$ cat src/rtl/mix_columns_seq.sv
`default_nettype none
// ============================================================================
//  Module   : mix_columns_seq
//  Purpose  : Sequential AES MixColumns engine (forward / inverse / bypass),
//             LANES columns per clock, valid/ready on both sides.
//  Revision : 1.0 - initial release
// ============================================================================
module mix_columns_seq #(
  parameter int LANES = 1
) (
  input  logic         clk,
  input  logic         rst,
  input  logic         in_valid,
  output logic         in_ready,
  input  logic [127:0] in_data,
  input  logic [1:0]   in_mode,
  output logic         out_valid,
  input  logic         out_ready,
  output logic [127:0] out_data,
  output logic         busy
);

  localparam int         BEATS     = 4 / LANES;
  localparam logic [1:0] LAST_BEAT = 2'(BEATS - 1);

  if (!(LANES == 1 || LANES == 2 || LANES == 4)) begin : g_bad_lanes
    $error("mix_columns_seq: LANES must be 1, 2 or 4");
  end

  typedef enum logic [1:0] {
    IDLE = 2'd0,
    BUSY = 2'd1,
    DONE = 2'd2
  } state_t;

  state_t         r_fsm, w_fsm_next;
  logic [127:0]   r_state;
  logic           r_inv;
  logic [1:0]     r_cnt;
  logic           w_accept;

  logic [1:0]     w_col_idx [LANES];
  logic [31:0]    w_col_in  [LANES];
  logic [31:0]    w_col_out [LANES];

  // Multiply by x in GF(2^8) modulo 0x11B.
  function automatic logic [7:0] xtime(input logic [7:0] a);
    return {a[6:0], 1'b0} ^ (a[7] ? 8'h1B : 8'h00);
  endfunction

  // Forward MixColumns of one column; a0 is the top byte.
  function automatic logic [31:0] mix_fwd(input logic [31:0] c);
    logic [7:0] a0, a1, a2, a3;
    {a0, a1, a2, a3} = c;
    return {xtime(a0) ^ (xtime(a1) ^ a1) ^ a2 ^ a3,
            a0 ^ xtime(a1) ^ (xtime(a2) ^ a2) ^ a3,
            a0 ^ a1 ^ xtime(a2) ^ (xtime(a3) ^ a3),
            (xtime(a0) ^ a0) ^ a1 ^ a2 ^ xtime(a3)};
  endfunction

  // Inverse MixColumns; 9/B/D/E multiples come from chained xtime terms.
  function automatic logic [31:0] mix_inv(input logic [31:0] c);
    logic [7:0] a [4];
    logic [7:0] m9 [4], mb [4], md [4], me [4];
    logic [7:0] x2, x4, x8;
    {a[0], a[1], a[2], a[3]} = c;
    for (int i = 0; i < 4; i++) begin
      x2    = xtime(a[i]);
      x4    = xtime(x2);
      x8    = xtime(x4);
      m9[i] = x8 ^ a[i];
      mb[i] = x8 ^ x2 ^ a[i];
      md[i] = x8 ^ x4 ^ a[i];
      me[i] = x8 ^ x4 ^ x2;
    end
    return {me[0] ^ mb[1] ^ md[2] ^ m9[3],
            m9[0] ^ me[1] ^ mb[2] ^ md[3],
            md[0] ^ m9[1] ^ me[2] ^ mb[3],
            mb[0] ^ md[1] ^ m9[2] ^ me[3]};
  endfunction

  // One transform unit per lane; each beat walks it to the next column group.
  for (genvar l = 0; l < LANES; l++) begin : g_lane
    assign w_col_idx[l] = 2'(r_cnt * LANES + l);
    assign w_col_in[l]  = r_state[127 - 32*w_col_idx[l] -: 32];
    assign w_col_out[l] = r_inv ? mix_inv(w_col_in[l]) : mix_fwd(w_col_in[l]);
  end

  assign out_data = r_state;

  // FSM state register.
  always_ff @(posedge clk) begin
    if (rst) r_fsm <= IDLE;
    else     r_fsm <= w_fsm_next;
  end

  // Next-state and handshake outputs; DONE can hand over straight to a new block.
  always_comb begin
    w_fsm_next = r_fsm;
    in_ready   = 1'b0;
    out_valid  = 1'b0;
    busy       = 1'b0;
    case (r_fsm)
      IDLE: in_ready = 1'b1;
      BUSY: begin
        busy = 1'b1;
        if (r_cnt == LAST_BEAT) w_fsm_next = DONE;
      end
      DONE: begin
        out_valid = 1'b1;
        in_ready  = out_ready;
        if (out_ready) w_fsm_next = IDLE;
      end
      default: w_fsm_next = IDLE;
    endcase
    if (rst) in_ready = 1'b0;
    w_accept = in_valid && in_ready;
    if (w_accept) w_fsm_next = in_mode[1] ? DONE : BUSY;
  end

  // State register capture on accept, in-place column update while busy.
  always_ff @(posedge clk) begin
    if (rst) begin
      r_state <= '0;
      r_inv   <= 1'b0;
      r_cnt   <= '0;
    end else if (w_accept) begin
      r_state <= in_data;
      r_inv   <= (in_mode == 2'b01);
      r_cnt   <= '0;
    end else if (r_fsm == BUSY) begin
      for (int l = 0; l < LANES; l++) begin
        r_state[127 - 32*w_col_idx[l] -: 32] <= w_col_out[l];
      end
      r_cnt <= (r_cnt == LAST_BEAT) ? 2'd0 : r_cnt + 2'd1;
    end
  end

endmodule
`default_nettype wire

$ cat config.mk
export PLATFORM = sky130hd
export DESIGN_NAME = mix_columns_seq
export DESIGN_NICKNAME = d
export VERILOG_FILES = /design/src/rtl/mix_columns_seq.sv
export SDC_FILE = /design/constraint.sdc
export NUM_CORES = 1
export LEC_CHECK = 0
export BUFFER_PORTS_ARGS = -buffer_cell sky130_fd_sc_hd__buf_2
export CORE_UTILIZATION = 40
export CTS_BUF_LIST = sky130_fd_sc_hd__clkbuf_8
export DETAILED_ROUTE_END_ITERATION = 16
export GPL_TIMING_DRIVEN = 0
export PLACE_DENSITY = 0.73
export SLEW_MARGIN = 5
export SYNTH_ARGS = -nofsm -noshare
export SYNTH_HDL_FRONTEND = slang
export SYNTH_SLANG_ARGS = --single-unit
$ cat constraint.sdc
create_clock -name clk -period 3.7 [get_ports clk]
set_input_delay 0.37 -clock clk [delete_from_list [all_inputs] [get_ports clk]]
set_output_delay 0.37 -clock clk [all_outputs]
set_load 0.005 [all_outputs]
Word-level counts from Yosys, hierarchy flattened
Index checks and enable logic that the tools add are counted.
{ "word_totals": {"ram_bits": 0, "mem_bits_ro": 0, "elab_cells": 112, "in_bits": 134, "reg_bits": 133, "n_memories": 0, "output_inout_bits": 131, "latchBits": 0} }
{ "classes": {"magnitude_cmp": 0, "n_addsub": 3, "reduce_logical": 5, "n_div": 0, "muxes": 26, "bitwise_logic": 64, "multipliers": 0, "eq_ne": 7, "n_shift": 3} }
{ "op_table": {"columns": ["cell", "n"], "rows": [
  ["$xor A8 B8 Y8", 52],
  ["$mux W128", 2],
  ["$shift A32 B34 Y159 const A", 1],
  ["$shiftx A159 B33 Y32", 1],
  ["$shiftx A32 B34 Y159", 1],
  ["$bwmux W128", 1],
  ["$xor A8 B5 Y8", 12],
  ["$mux W5", 12],
  ["$neg A32 Y34", 1],
  ["$mux W32", 1],
  ["$mux W2", 5],
  ["$sub A7 B7 Y8 const A", 1],
  ["$ne A3 B3 Y1 const B", 2],
  ["$pmux W2 S3", 1],
  ["$eq A2 B1 Y1 const B", 2],
  ["$eq A2 B2 Y1 const B", 2],
  ["$mux W1", 3],
  ["$reduce_and A3 Y1", 1],
  ["$add A2 B1 Y2 const B", 1],
  ["$logic_not A2 Y1", 1],
  ["$ne A2 B2 Y1 const B", 1],
  ["$pmux W1 S2", 1],
  ["$reduce_bool A2 Y1", 1],
  ["$reduce_or A2 Y1", 1],
  ["$logic_and A1 B1 Y1", 1]
]} }

Logic depth before layout (Yosys ltp)
Gate-level depths: netlist (run 1).
{ "depth": {"depth_word": 18, "ltp_mapped": 11, "mapped_depth_nobuf": 7} }

Worst setup path before layout (run 1)
Ideal clock, no wire load.
{ "synth_timing": {"path_kind": "register to register", "from": "register r_cnt[0]", "to": "register r_state[29] (netlist: out_data[29])", "path_slack_ps": 478, "t_required_ps": 3575, "n_path_buf": 2, "arrival_time_ps": 3097, "setup_ps": 125, "path_stages_with_launch": 10, "synth_period_minus_slack_ps": 3222, "cell_sequence": "dfxtp_1 -> buf_6 -> mux4_1 -> buf_4 -> xor2_1 -> xnor3_1 -> xnor3_1 -> and2_1 -> xnor3_1 -> o2bb2ai_1"} }
{ "synth_via": {"elab_chain_len": 16, "word_cells_on_any_way": 85, "classes_between": "add/sub (2); shift (3); mux (16); bitwise (64)"} }
{ "synth_lines": {"columns": ["element", "line_no", "rtl"], "rows": [
  ["start, declared", "39", "logic [1:0] r_cnt;"],
  ["start signal, assigned", "135", "r_cnt <= (r_cnt == LAST_BEAT) ? 2'd0 : r_cnt + 2'd1;"],
  ["$sub A7 B7 Y8 *", "85, 133", null],
  ["$shiftx A159 B33 Y32", "85", "assign w_col_in[l] = r_state[127 - 32*w_col_idx[l] -: 32];"],
  ["$xor A8 B5 Y8 or $mux W5 (tied branches) (2 in series)", "48", "return {a[6:0], 1'b0} ^ (a[7] ? 8'h1B : 8'h00);"],
  ["$mux W5 or $xor A8 B5 Y8 (tied branches)", "48", null],
  ["$xor A8 B5 Y8", "48", null],
  ["$xor A8 B8 Y8 (on tied branches) (2 in series)", "72, 73, 74", null],
  ["$xor A8 B8 Y8 (on tied branches) (3 in series)", null, null],
  ["$mux W32", "86", "assign w_col_out[l] = r_inv ? mix_inv(w_col_in[l]) : mix_fwd(w_col_in[l]);"],
  ["$shiftx A32 B34 Y159", "133", "r_state[127 - 32*w_col_idx[l] -: 32] <= w_col_out[l];"],
  ["$bwmux W128 *", "133", null],
  ["$mux W128 *", "131", "end else if (r_fsm == BUSY) begin"],
  ["$mux W128 *", "127", "end else if (w_accept) begin"],
  ["end signal, assigned", "128", "r_state <= in_data;"],
  ["end signal, assigned by index", "133", null],
  ["end, declared", "37", "logic [127:0] r_state;"]
]} }
Mark *: on every way between the ends. The rest lies on a longest branch, timed or not. The select of a mux whose other input is x is not followed.
A chain may end at the register's enable or synchronous reset.

Worst setup path in the final report (run 1)
{ "layout_timing": {"from": "register r_cnt[1]", "to": "register r_state[126] (netlist: out_data[126])"} }
Same word-level chain as after synthesis.

==> results of run 1 <==
==> flip-flops by register name, summed over array words and instances (netlist names) <==
name / cells
r_inv: 1
out_data: 128
r_fsm: 2
r_cnt: 2
==> layout make-up <==
cell class / instances / area (sq um) / share of cell area, %
multi-input combinational: 604 / 5600 / 51.9
sequential: 133 / 2660 / 24.7
timing repair buffer: 269 / 1360 / 12.6
buffer: 73 / 368 / 3.41
tap: 270 / 338 / 3.13
clock buffer: 17 / 234 / 2.17
clock inverter: 15 / 205 / 1.90
inverter: 8 / 30.0 / 0.278
==> power by group through the flow <==
stage | Clock (mW) | Combinational (mW) | Sequential, mW
floorplan | 0 | 1.86 | 1.62
finish | 1.41 | 2.77 | 1.60
CTS | 1.39 | 2.67 | 1.59
detailed placement | 0 | 2.57 | 1.63
global route | 1.46 | 2.90 | 1.61
global placement | 0 | 2.54 | 1.62
==> metal layers <==
metal	vias to the layer above	routed length (um)
li1	3752	-
met1	4228	13200
met2	683	16600
met3	106	4140
met4	0	1640
met5	-	0
==> tightest hold or removal path, stage by stage <==
cell	delay, ns
buf_2	0.08
a222oi_1	0.07
nor2_1	0.08
==> synthesized netlist by cell type, drive strengths merged, types with 9 or more instances <==
cell type,n
o2bb2ai,48
a31oi,9
a222oi,59
xnor3,24
nand3,15
a21oi,44
and2,9
clkbuf,56
o21ai,12
mux4,32
a22oi,68
buf,17
xor2,37
dfxtp,133
xnor2,111
nand2,36
nor2,44
==> stage by stage <==
step	worst slack, ns	hold WS, ns
finish	0.0832	0.149
CTS	0.0136	0.146
floorplan	0.478	0.506
global placement	-0.763	0.501
detailed placement	-0.157	0.513
global route	-0.0509	0.161
==> timing repair <==
action                                  CTS  global route
pin swaps                                 0             2
hold endpoints to repair                  0             0
gates resized for setup                  13            12
endpoints found under the setup margin   33            49
setup buffers                             0             4
==> cell families (layout without fill, tap and decap cells) <==
group	count (synthesis)	in the layout	share of synthesized area [%]
AOI/OAI and AO/OA	251	251	23.0
xor gates and xnor gates	174	174	23.7
adders and majority gates	4	4	0.589
buffers and inverters	81	382	4.49
DFF	133	133	31.4
muxes	36	36	9.09
and+or+nand+nor	139	139	7.72
==> worst paths after layout <==
check               from  depth (start not counted)       endpoint  slack (ns)
min          in_data[96]                          3   out_data[96]        0.15
max reg2reg     r_cnt[1]                         10  out_data[126]        0.08
max             r_cnt[1]                         10  out_data[126]        0.08
min reg2reg  out_data[0]                          2    out_data[0]        0.54
==> run metrics, run 1 <==
slowest CP cell mux4_2; DIE WIDTH 148 um; Port Buffers 264; status finished clean; all-layer global routing usage 32.3%; Yosys top cell area share 31.4%; max-slew violation count 0; Root Driver clkbuf_8; worst setup path category reg -> reg; busiest grt layer met2; first-pass GRT wire length 52000 um; Psw 2.28 mW; clock buffer count from CTS 17; CTS hold repair buffers 0; worst-path maximum fanout 10; Worst Path Arrival 4.04 ns; drt total wl 35600 um; Worst-Skew Late Latency 0.48 ns; vias per cell 6.31; Clock power frac 24.4%; synthesized area 8490 sq um; global routing usage on met1 40.9%; share of cells above drive strength 1 33.4%; Final HPWL DP 27100 um; DIE AREA 21800 sq um; total grt overflow 0; most common cell after layout, fill and taps aside buf_2; RSZ-0062 raised after global routing yes; TritonCTS clock tree built; Worst slew margin 19.9%; Design Power 5.78 mW; Post-DRT Antenna Nets 0; fin cells 1389; Comb power frac 48.0%; CTS clk-pin slew, worst paths 0.09 ns; I/O pins 265; Flop pwr share 27.6%; largest net degree at the start of global routing 17; fmax 0.276 GHz; setup TNS 0 ns; initial antenna violation count 0; top cells by area, synth dfxtp_1 (31%), xnor2_1 (10%), mux4_2 (7.7%); # setup viols final 0; Cell Pwr Density 535 nW/um^2; Initial Utilization 41.4%; register area share after synthesis 31.4%; min-delay worst type in -> reg; Top delay family on crit path XOR/XNOR gates; # fillers 1888; WL per Instance 25.6 um; CP Cell Sequence buf_6 -> buf_6 -> buf_6 -> mux4_2 -> xor2_1 -> xnor3_2 -> xor2_4 -> mux2i_4 -> nor3b_1 -> o31a_1; post-synth net total 956; most frequent cells in the layout buf_2 (268), dfxtp_1 (133), xnor2_1 (93), a22oi_1 (68), a222oi_1 (59); worst clock skew 0.0164 ns; Via Count 8769; First-pass DRT Iterations 9; RD Place Congestion 1.01; ys async rst share 0%; Final period util 97.8%; vias in the first global route 8533; Worst EP required 4.12 ns; cell internal pwr 3.50 mW; CP bufs+invs 3; Mean Syn Cell Area 10.4 sq um; Area after DPL 10200 sq um; Num Clock Sinks 133; #FFs+latches synth 133; fin crit period 3.62 ns; Yosys Warn Count 0; Worst Setup End Kind flop; row count 52; Yosys top cell by area dfxtp_1; most frequent CP cell buf_6; final hold vios 0; Distinct cells, synth 47; H-Tree Depth 4; Synth Instances 818; Area Growth Syn to Fin 27.1%; final core area utilization 52.7%; ANT cells 0; Synth Flop Type dfxtp_1; met3 Track Usage GR 7.47%; Worst Setup Start Kind flop; Max-Cap Viols 0; DRC viols 0; met2 Use GR 51.2%; core area 20500 sq um; Die Ht 148 um; VDD IR max 292 uV; DP Cell Count 1353; layout net count 1244; worst stage delay on the critical path 0.61 ns; Slew @ Worst Pin 1.19 ns; LEAKAGE 4.45 nW; Sw Share 39.5%; Design Area, Final 10800 sq um; Initial DRC Count 1443; Post-synth EDFFs 0; clk buf depth 2
Power figures use the tool's default switching activity.
==> run 2: changes to the inputs <==
clock period = 4.63 ns   (was 3.7 ns; I/O delays follow)
==> run metrics, run 2 (same netlist as run 1, synthesis figures left out) <==
WL per Instance 25.6 um; total grt overflow 0; Worst Setup End Kind flop; # fillers 1908; initial antenna violation count 0; Worst-Skew Late Latency 0.47 ns; Max-Cap Viols 0; final hold vios 0; Worst Path Arrival 4.26 ns; layout net count 1240; all-layer global routing usage 32.2%; Worst slew margin 16.5%; Final period util 84.6%; DIE WIDTH 148 um; vias in the first global route 8523; LEAKAGE 4.38 nW; Cell Pwr Density 424 nW/um^2; Hold WS 0.255 ns; clock buffer count from CTS 17; Top delay family on crit path XOR/XNOR gates; post-CTS sizing 0; DRC viols 0; fin crit period 3.92 ns; RSZ-0062 raised after global routing no; max-slew violation count 0; RD Place Congestion 1.01; setup TNS 0 ns; CP Cell Sequence buf_4 -> buf_6 -> buf_4 -> mux4_2 -> xnor2_1 -> xnor3_1 -> and2_1 -> xnor3_1 -> a222oi_1 -> nor2_1; worst stage delay on the critical path 0.62 ns; share of cells above drive strength 1 32.0%; worst clock skew 0.0158 ns; row count 52; most frequent cells in the layout buf_2 (270), dfxtp_1 (133), xnor2_1 (99), a22oi_1 (68), a222oi_1 (59); setup bufs post-CTS 0; vias per cell 6.36; Slew @ Worst Pin 1.24 ns; Area Growth Syn to Fin 24.9%; max reg flops 128; First-pass DRT Iterations 7; ANT cells 0; TritonCTS clock tree built; min-delay worst type in -> reg; Worst Setup Start Kind flop; CTS hold repair buffers 0; Num Clock Sinks 133; Port Buffers 264; DIE AREA 21800 sq um; Initial Utilization 41.4%; Final HPWL DP 27100 um; worst setup path category reg -> reg; first-pass GRT wire length 51900 um; largest net degree at the start of global routing 17; fmax 0.255 GHz; CTS clk-pin slew, worst paths 0.09 ns; worst slack at placement 0.773 ns; Die Ht 148 um; CP bufs+invs 3; status finished clean; Initial DRC Count 1268; Design Power 4.50 mW; drt total wl 35400 um; Worst EP required 4.97 ns; H-Tree Depth 4; slowest CP cell mux4_2; Root Driver clkbuf_8; most common cell after layout, fill and taps aside buf_2; VDD IR max 219 uV; Via Count 8803; I/O pins 265; worst-path maximum fanout 10; # setup viols final 0; clk buf depth 2; core area 20500 sq um; final worst setup slack 0.711 ns; Post-DRT Antenna Nets 0
[run 2: cell types whose count changed in the layout (fill, tap and decap cells not counted), moves of 2 or more]
cell | before | now
buf_2 | 268 | 270
buf_4 | 8 | 5
mux2i_1 | 2 | 4
mux2i_4 | 2 | 0
xnor2_1 | 93 | 99
xnor2_2 | 12 | 10
xnor2_4 | 6 | 2
xnor3_1 | 21 | 24
xnor3_2 | 3 | 0
xor2_1 | 33 | 35
[run 2: stage by stage]
step | utilization (%) | area [sq um] | instances
global placement | 49.5 | 10100 | 1352
CTS | 51.7 | 10600 | 1385
finish | 51.7 | 10600 | 1385
floorplan | - | 8490 | 818
global route | 51.7 | 10600 | 1385
detailed placement | 49.6 | 10200 | 1353
[run 2: power breakdown]
group	switching (mW)	internal, mW
Sequential	0.0610	1.21
Clock	0.523	0.592
Combinational	1.19	0.922
[run 2: worst paths after layout]
kind | from | to | slack (ns) | cells past startpoint
max | r_cnt[1] | out_data[127] | 0.71 | 10
min reg2reg | out_data[15] | out_data[15] | 0.54 | 2
max reg2reg | r_cnt[1] | out_data[127] | 0.71 | 10
min | in_data[96] | out_data[96] | 0.25 | 3
[run 2: worst register-to-register path, cell delays in order, from the launching register on]
cell and delay (ns):
dfxtp_1 0.39, buf_4 0.30, buf_6 0.23, buf_4 0.31, mux4_2 0.62, xnor2_1 0.48
xnor3_1 0.34, and2_1 0.22, xnor3_1 0.46, a222oi_1 0.38, nor2_1 0.06
[run 2: metal layers]
| metal | part of all wire, % | vias up | GRT usage [%] | wire [um] |
|---|---|---|---|---|
| met3 | 12 | 124 | 7.31 | 4180 |
| met2 | 46 | 675 | 51.0 | 16400 |
| met5 | 0 | - | 0 | 0 |
| met4 | 4.8 | 0 | 16.8 | 1690 |
| li1 | - | 3735 | - | - |
| met1 | 37 | 4269 | 40.9 | 13100 |
[run 2: cell type report]
cell class,instances,area [sq um],share of cell area (%)
Multi-Input combinational cell,604,5450,51.4
Timing Repair Buffer,265,1330,12.5
Sequential cell,133,2660,25.1
Tap cell,270,338,3.19
Clock inverter,15,205,1.94
Inverter,8,30.0,0.283
Buffer,73,352,3.32
Clock buffer,17,234,2.21
